**src/rtl/alu_op_sequencer.sv**
```systemverilog
// rtl/alu_op_sequencer.sv - multi-step linear-combination sequencer on one shared 16-bit add/sub unit
//
// Evaluates A+B, A-B, 3A-2B or 2A+B by issuing one add/subtract step per clock
// to a single adder-subtractor, accumulating sticky status flags.
//
// Ports:
//   clk          rising-edge clock
//   reset        asynchronous active-high reset
//   start        request strobe, sampled in IDLE and DONE only
//   op           00 ADD, 01 SUB, 10 3A-2B, 11 2A+B
//   signed_mode  1 = signed overflow flag, 0 = unsigned carry/borrow flags
//   a, b         16-bit operands, latched on accept
//   result       accumulator T, held until the first step of the next request
//   carry        sticky unsigned carry
//   borrow       sticky unsigned borrow
//   overflow     sticky signed overflow
//   busy         high while steps execute
//   done         one-cycle pulse when result and flags are final
module alu_op_sequencer (
    input  logic        clk,
    input  logic        reset,
    input  logic        start,
    input  logic [1:0]  op,
    input  logic        signed_mode,
    input  logic [15:0] a,
    input  logic [15:0] b,
    output logic [15:0] result,
    output logic        carry,
    output logic        borrow,
    output logic        overflow,
    output logic        busy,
    output logic        done
);

    typedef enum logic [1:0] {
        S_IDLE,
        S_EXEC,
        S_DONE
    } state_t;

    localparam logic [1:0] OP_ADD = 2'b00;
    localparam logic [1:0] OP_SUB = 2'b01;
    localparam logic [1:0] OP_TMD = 2'b10;
    localparam logic [1:0] OP_DPB = 2'b11;

    state_t      state;
    logic [15:0] a_q;
    logic [15:0] b_q;
    logic [1:0]  op_q;
    logic        sm_q;
    logic [1:0]  step;

    // Operand selection for the current step; the accumulator T is the result register.
    logic [15:0] x;
    logic [15:0] y;
    logic        sub;
    logic        last;

    always_comb begin
        x    = result;
        y    = b_q;
        sub  = 1'b0;
        last = 1'b0;
        unique case (op_q)
            OP_ADD: begin
                x    = a_q;
                last = 1'b1;
            end
            OP_SUB: begin
                x    = a_q;
                sub  = 1'b1;
                last = 1'b1;
            end
            OP_TMD: begin
                unique case (step)
                    2'd0: begin
                        x = a_q;
                        y = a_q;
                    end
                    2'd1: y = a_q;
                    2'd2: sub = 1'b1;
                    2'd3: begin
                        sub  = 1'b1;
                        last = 1'b1;
                    end
                endcase
            end
            OP_DPB: begin
                if (step == 2'd0) begin
                    x = a_q;
                    y = a_q;
                end else begin
                    last = 1'b1;
                end
            end
        endcase
    end

    // The single shared adder-subtractor: subtraction is X + ~Y + 1.
    logic [15:0] sum;
    logic        cout;
    logic        step_ovf;

    assign {cout, sum} = {1'b0, x} + {1'b0, (sub ? ~y : y)} + {16'b0, sub};

    // Y's sign is compared in its original (non-inverted) form.
    assign step_ovf = (sum[15] != x[15]) && (sub ? (x[15] != y[15]) : (x[15] == y[15]));

    always_ff @(posedge clk or posedge reset) begin
        if (reset) begin
            state    <= S_IDLE;
            a_q      <= 16'h0000;
            b_q      <= 16'h0000;
            op_q     <= OP_ADD;
            sm_q     <= 1'b0;
            step     <= 2'd0;
            result   <= 16'h0000;
            carry    <= 1'b0;
            borrow   <= 1'b0;
            overflow <= 1'b0;
            busy     <= 1'b0;
            done     <= 1'b0;
        end else begin
            unique case (state)
                S_IDLE, S_DONE: begin
                    done <= 1'b0;
                    if (start) begin
                        // result is deliberately left untouched until the first step.
                        a_q      <= a;
                        b_q      <= b;
                        op_q     <= op;
                        sm_q     <= signed_mode;
                        step     <= 2'd0;
                        carry    <= 1'b0;
                        borrow   <= 1'b0;
                        overflow <= 1'b0;
                        busy     <= 1'b1;
                        state    <= S_EXEC;
                    end else begin
                        state <= S_IDLE;
                    end
                end
                S_EXEC: begin
                    result <= sum;
                    step   <= step + 2'd1;
                    if (sm_q) begin
                        overflow <= overflow | step_ovf;
                    end else if (sub) begin
                        borrow <= borrow | ~cout;
                    end else begin
                        carry <= carry | cout;
                    end
                    if (last) begin
                        busy  <= 1'b0;
                        done  <= 1'b1;
                        state <= S_DONE;
                    end
                end
                default: state <= S_IDLE;
            endcase
        end
    end

endmodule

```
**config.mk**
```make
export PLATFORM = sky130hd
export DESIGN_NAME = alu_op_sequencer
export DESIGN_NICKNAME = d
export VERILOG_FILES = /design/src/rtl/alu_op_sequencer.sv
export SDC_FILE = /design/constraint.sdc
export NUM_CORES = 1
export LEC_CHECK = 0
export CAP_MARGIN = 40
export CORE_MARGIN = 4
export CORE_UTILIZATION = 56
export CTS_BUF_LIST = sky130_fd_sc_hd__clkbuf_8
export DETAILED_ROUTE_END_ITERATION = 8
export PLACE_DENSITY = 0.81
export REMOVE_ABC_BUFFERS = 1
export SLEW_MARGIN = 30
export SYNTH_ARGS = -nofsm -noshare
export SYNTH_HDL_FRONTEND = slang
export SYNTH_SLANG_ARGS = --single-unit
```
**constraint.sdc**
```tcl
create_clock -name clk -period 5.3 [get_ports clk]
set_input_delay 1.59 -clock clk [delete_from_list [all_inputs] [get_ports clk]]
set_output_delay 1.59 -clock clk [all_outputs]
set_load 0.01 [all_outputs]
```
==> results.cfg <==
[critical_path]
crit_slowest_cell = a221oi_2
crit_chain = inv_1 -> ha_1 -> mux2_4 -> a221oi_2 -> a21oi_1 -> fa_1 -> a21o_1 -> a21o_1 -> a211oi_1 -> o31ai_1 -> a41oi_1 -> o21bai_1 -> a32o_1
path_delay_family = compound AO/OA/AOI/OAI gates
crit_path_end_kind = register
worstSetupStartpointType = register
critical-path-max-stage-delay_ns = 0.45
r2r_start = step[0]$_DFFE_PP0P_
critPathMaxFanout = 8
worstPathRequired_ns = 5.53
critPathArrivalTime_ns = 4.32
reg2reg_to = carry$_DFFE_PP0P_
crit_type = register to register
rr_worst_depth = 13
crit_buf_inv = 1
cpMostUsedCell = a21o_1
ff2ff_setup_slack_ns = 1.21

[timing]
drv_slew = 0
fmax_mhz = 244
whs_ns = 0.488
rsz0062_at_grt = false
timing.final.crit_period_ns = 4.09
min_period_over_period_pct = 77.2
hold_violations = 0
slew_headroom_pct = 53.0
finalSetupTns_ns = 0
fin_skew_ns = 0.00972
setup_viol = 0
worst_pin_slew_ns = 0.699

[die]
ioPinCount = 59
core_mm2 = 0.00646
start_util_pct = 58.5
die_area_mm2 = 0.00813
die_w_um = 90.2
die_h_um = 90.2
rows = 29

[clocking]
cts_htree_levels = 3
clock-sinks = 60
ctsResizeCount = 0
clk_pin_slew_ns = 0.07
holdBufCountCts = 0
clockBufferDepth = 2
insertion_delay_ns = 0.35
cts_tree = built
cts_setup_buffers = 0
clockRootBuffer = clkbuf_8
cts_made_buffers = 9

[route]
vias = 3264
drtIter0Drc = 105
wl_met2_um = 4600
wl_met3_um = 612
drc = 0
met1_length_um = 3930
vias_per_cell = 5.74
highest_layer = met4
wire_per_inst_um = 16.4
totalWireLength_um = 9340
drt_first_pass_iters = 4
ant_nets = 0

[global_route]
grt_first_pass_wirelength_um = 15500
antenna_found_initial = 0
grt_use_total_pct = 23.4
overflow = 0
grt_pass1_vias = 3249
grt_start_max_net_pins = 33

[synthesis]
synth_cells = 429
synth.distinct_cells = 49
yosysSeqAreaShare_pct = 39.7
synthFlopType = dfrtp_1
synth_edf_count = 0
synthArstFlopShare_pct = 100
syn_area_mm2 = 0.00378
ys_ff_latch = 60
yosys_warnings = 0
avgSynthCellArea_um2 = 8.81

[layout]
instances_no_fill = 569
final_cell_mix = nand2_1, dfrtp_1, clkdlybuf4s50_1, xnor2_1, ha_1
num-fill-cells = 481
drive_gt1_share_pct = 10.4
final_common_cell = nand2_1
areaGrowthSynthToFinish_pct = 23.3
diodes = 0
fin_nets = 548

[hold_path]
hold_path_depth = 2
min_to = b_q[6]$_DFFE_PP0P_
hp-class = register to register
holdCritStartpoint = b_q[6]$_DFFE_PP0P_

[placement]
place_congestion = 0.960
placed_cells = 551
place_hpwl_um = 6520
numPortBuffers = 58

[flow_run]
drv_cap = 0

[status]
outcome = finished clean
## sequential cells by signal, summed over array words and instances (netlist names)
name and count:
a_q 16, b_q 16, result 16, op_q 2, state 2, step 2
borrow 1, busy 1, carry 1, done 1, overflow 1, sm_q 1
## final cells by class
cell class | instances | area (um2) | share of cell area (%)
multi-input cells | 342 | 2170 | 46.6
flip-flops and latches | 60 | 1500 | 32.2
repair buffers | 67 | 648 | 13.9
clock buffers | 10 | 138 | 2.95
well taps | 77 | 96.3 | 2.07
clock inverters | 6 | 80.1 | 1.72
inverters | 7 | 26.3 | 0.563
## Yosys cell counts, drive strengths merged (2+ instances only)
cell type  instances  share of area [%]
a211o              2               0.46
a211oi             2               0.40
a21o              15                3.0
a21oi             15                2.0
a22o               3               0.70
a22oi             15                3.0
a311oi             3               0.70
and2               3               0.50
buf                3               0.56
clkbuf            17                1.7
dfrtp             60                 40
ha                22                7.3
inv                7               0.70
mux2              19                5.9
nand2            131                 13
nand2b             3               0.50
nand3              5               0.66
nand4              2               0.33
nor2              16                1.6
nor2b              6               0.99
nor3               6               0.93
o21a               3               0.60
o21ai             19                2.5
o21bai             3               0.89
o22ai              2               0.33
o31ai              2               0.40
or3                2               0.33
or4                2               0.40
xnor2             23                5.3
xor2               5                1.2
## worst max path at each step
stage          cells past startpoint                endpoint  slack (ns)                start
6_report                          13       carry$_DFFE_PP0P_        1.21  step[0]$_DFFE_PP0P_
5_1_grt                           14       carry$_DFFE_PP0P_        1.02  op_q[0]$_DFFE_PP0P_
4_1_cts                           14       carry$_DFFE_PP0P_        1.01  step[0]$_DFFE_PP0P_
3_5_place_dp                      14  result[12]$_DFFE_PP0P_        1.07  step[0]$_DFFE_PP0P_
3_3_place_gp                      14       carry$_DFFE_PP0P_        1.28  step[0]$_DFFE_PP0P_
2_1_floorplan                     13       carry$_DFFE_PP0P_        1.35  op_q[0]$_DFFE_PP0P_
## layer usage
layer | global-route usage, % | vias up
met5 | 0 | -
met4 | 10.7 | 0
met3 | 5.76 | 18
met2 | 39.3 | 109
met1 | 28.1 | 1548
li1 | - | 1589
## tightest hold or removal path: stages (launching register included)
cell	delay, ns
dfrtp_1	0.35
nand2_1	0.05
nand2_1	0.05
## cell families after synthesis
kind of cell	count (synthesis)	synth area share, %
xor+xnor	28	6.49
mux	19	5.86
fa+ha+maj	23	7.81
flops	60	39.7
buf+inv	27	2.95
compound gates	93	17.3
simple gates	179	19.9
## through the flow
| step | instance area [um2] | utilization, % | setup slack, ns |
|---|---|---|---|
| 2_1_floorplan | 3700 | - | 1.35 |
| 3_5_place_dp | 4430 | 68.6 | 1.07 |
| 5_1_grt | 4660 | 72.2 | 1.02 |
| 3_3_place_gp | 4430 | 68.6 | 1.28 |
| 4_1_cts | 4650 | 72.0 | 1.01 |
| 6_report | 4660 | 72.2 | 1.21 |
Power is left out: the tool's default activity adds up to more than one toggle a clock period on the data nets, which glitch-free logic cannot reach.
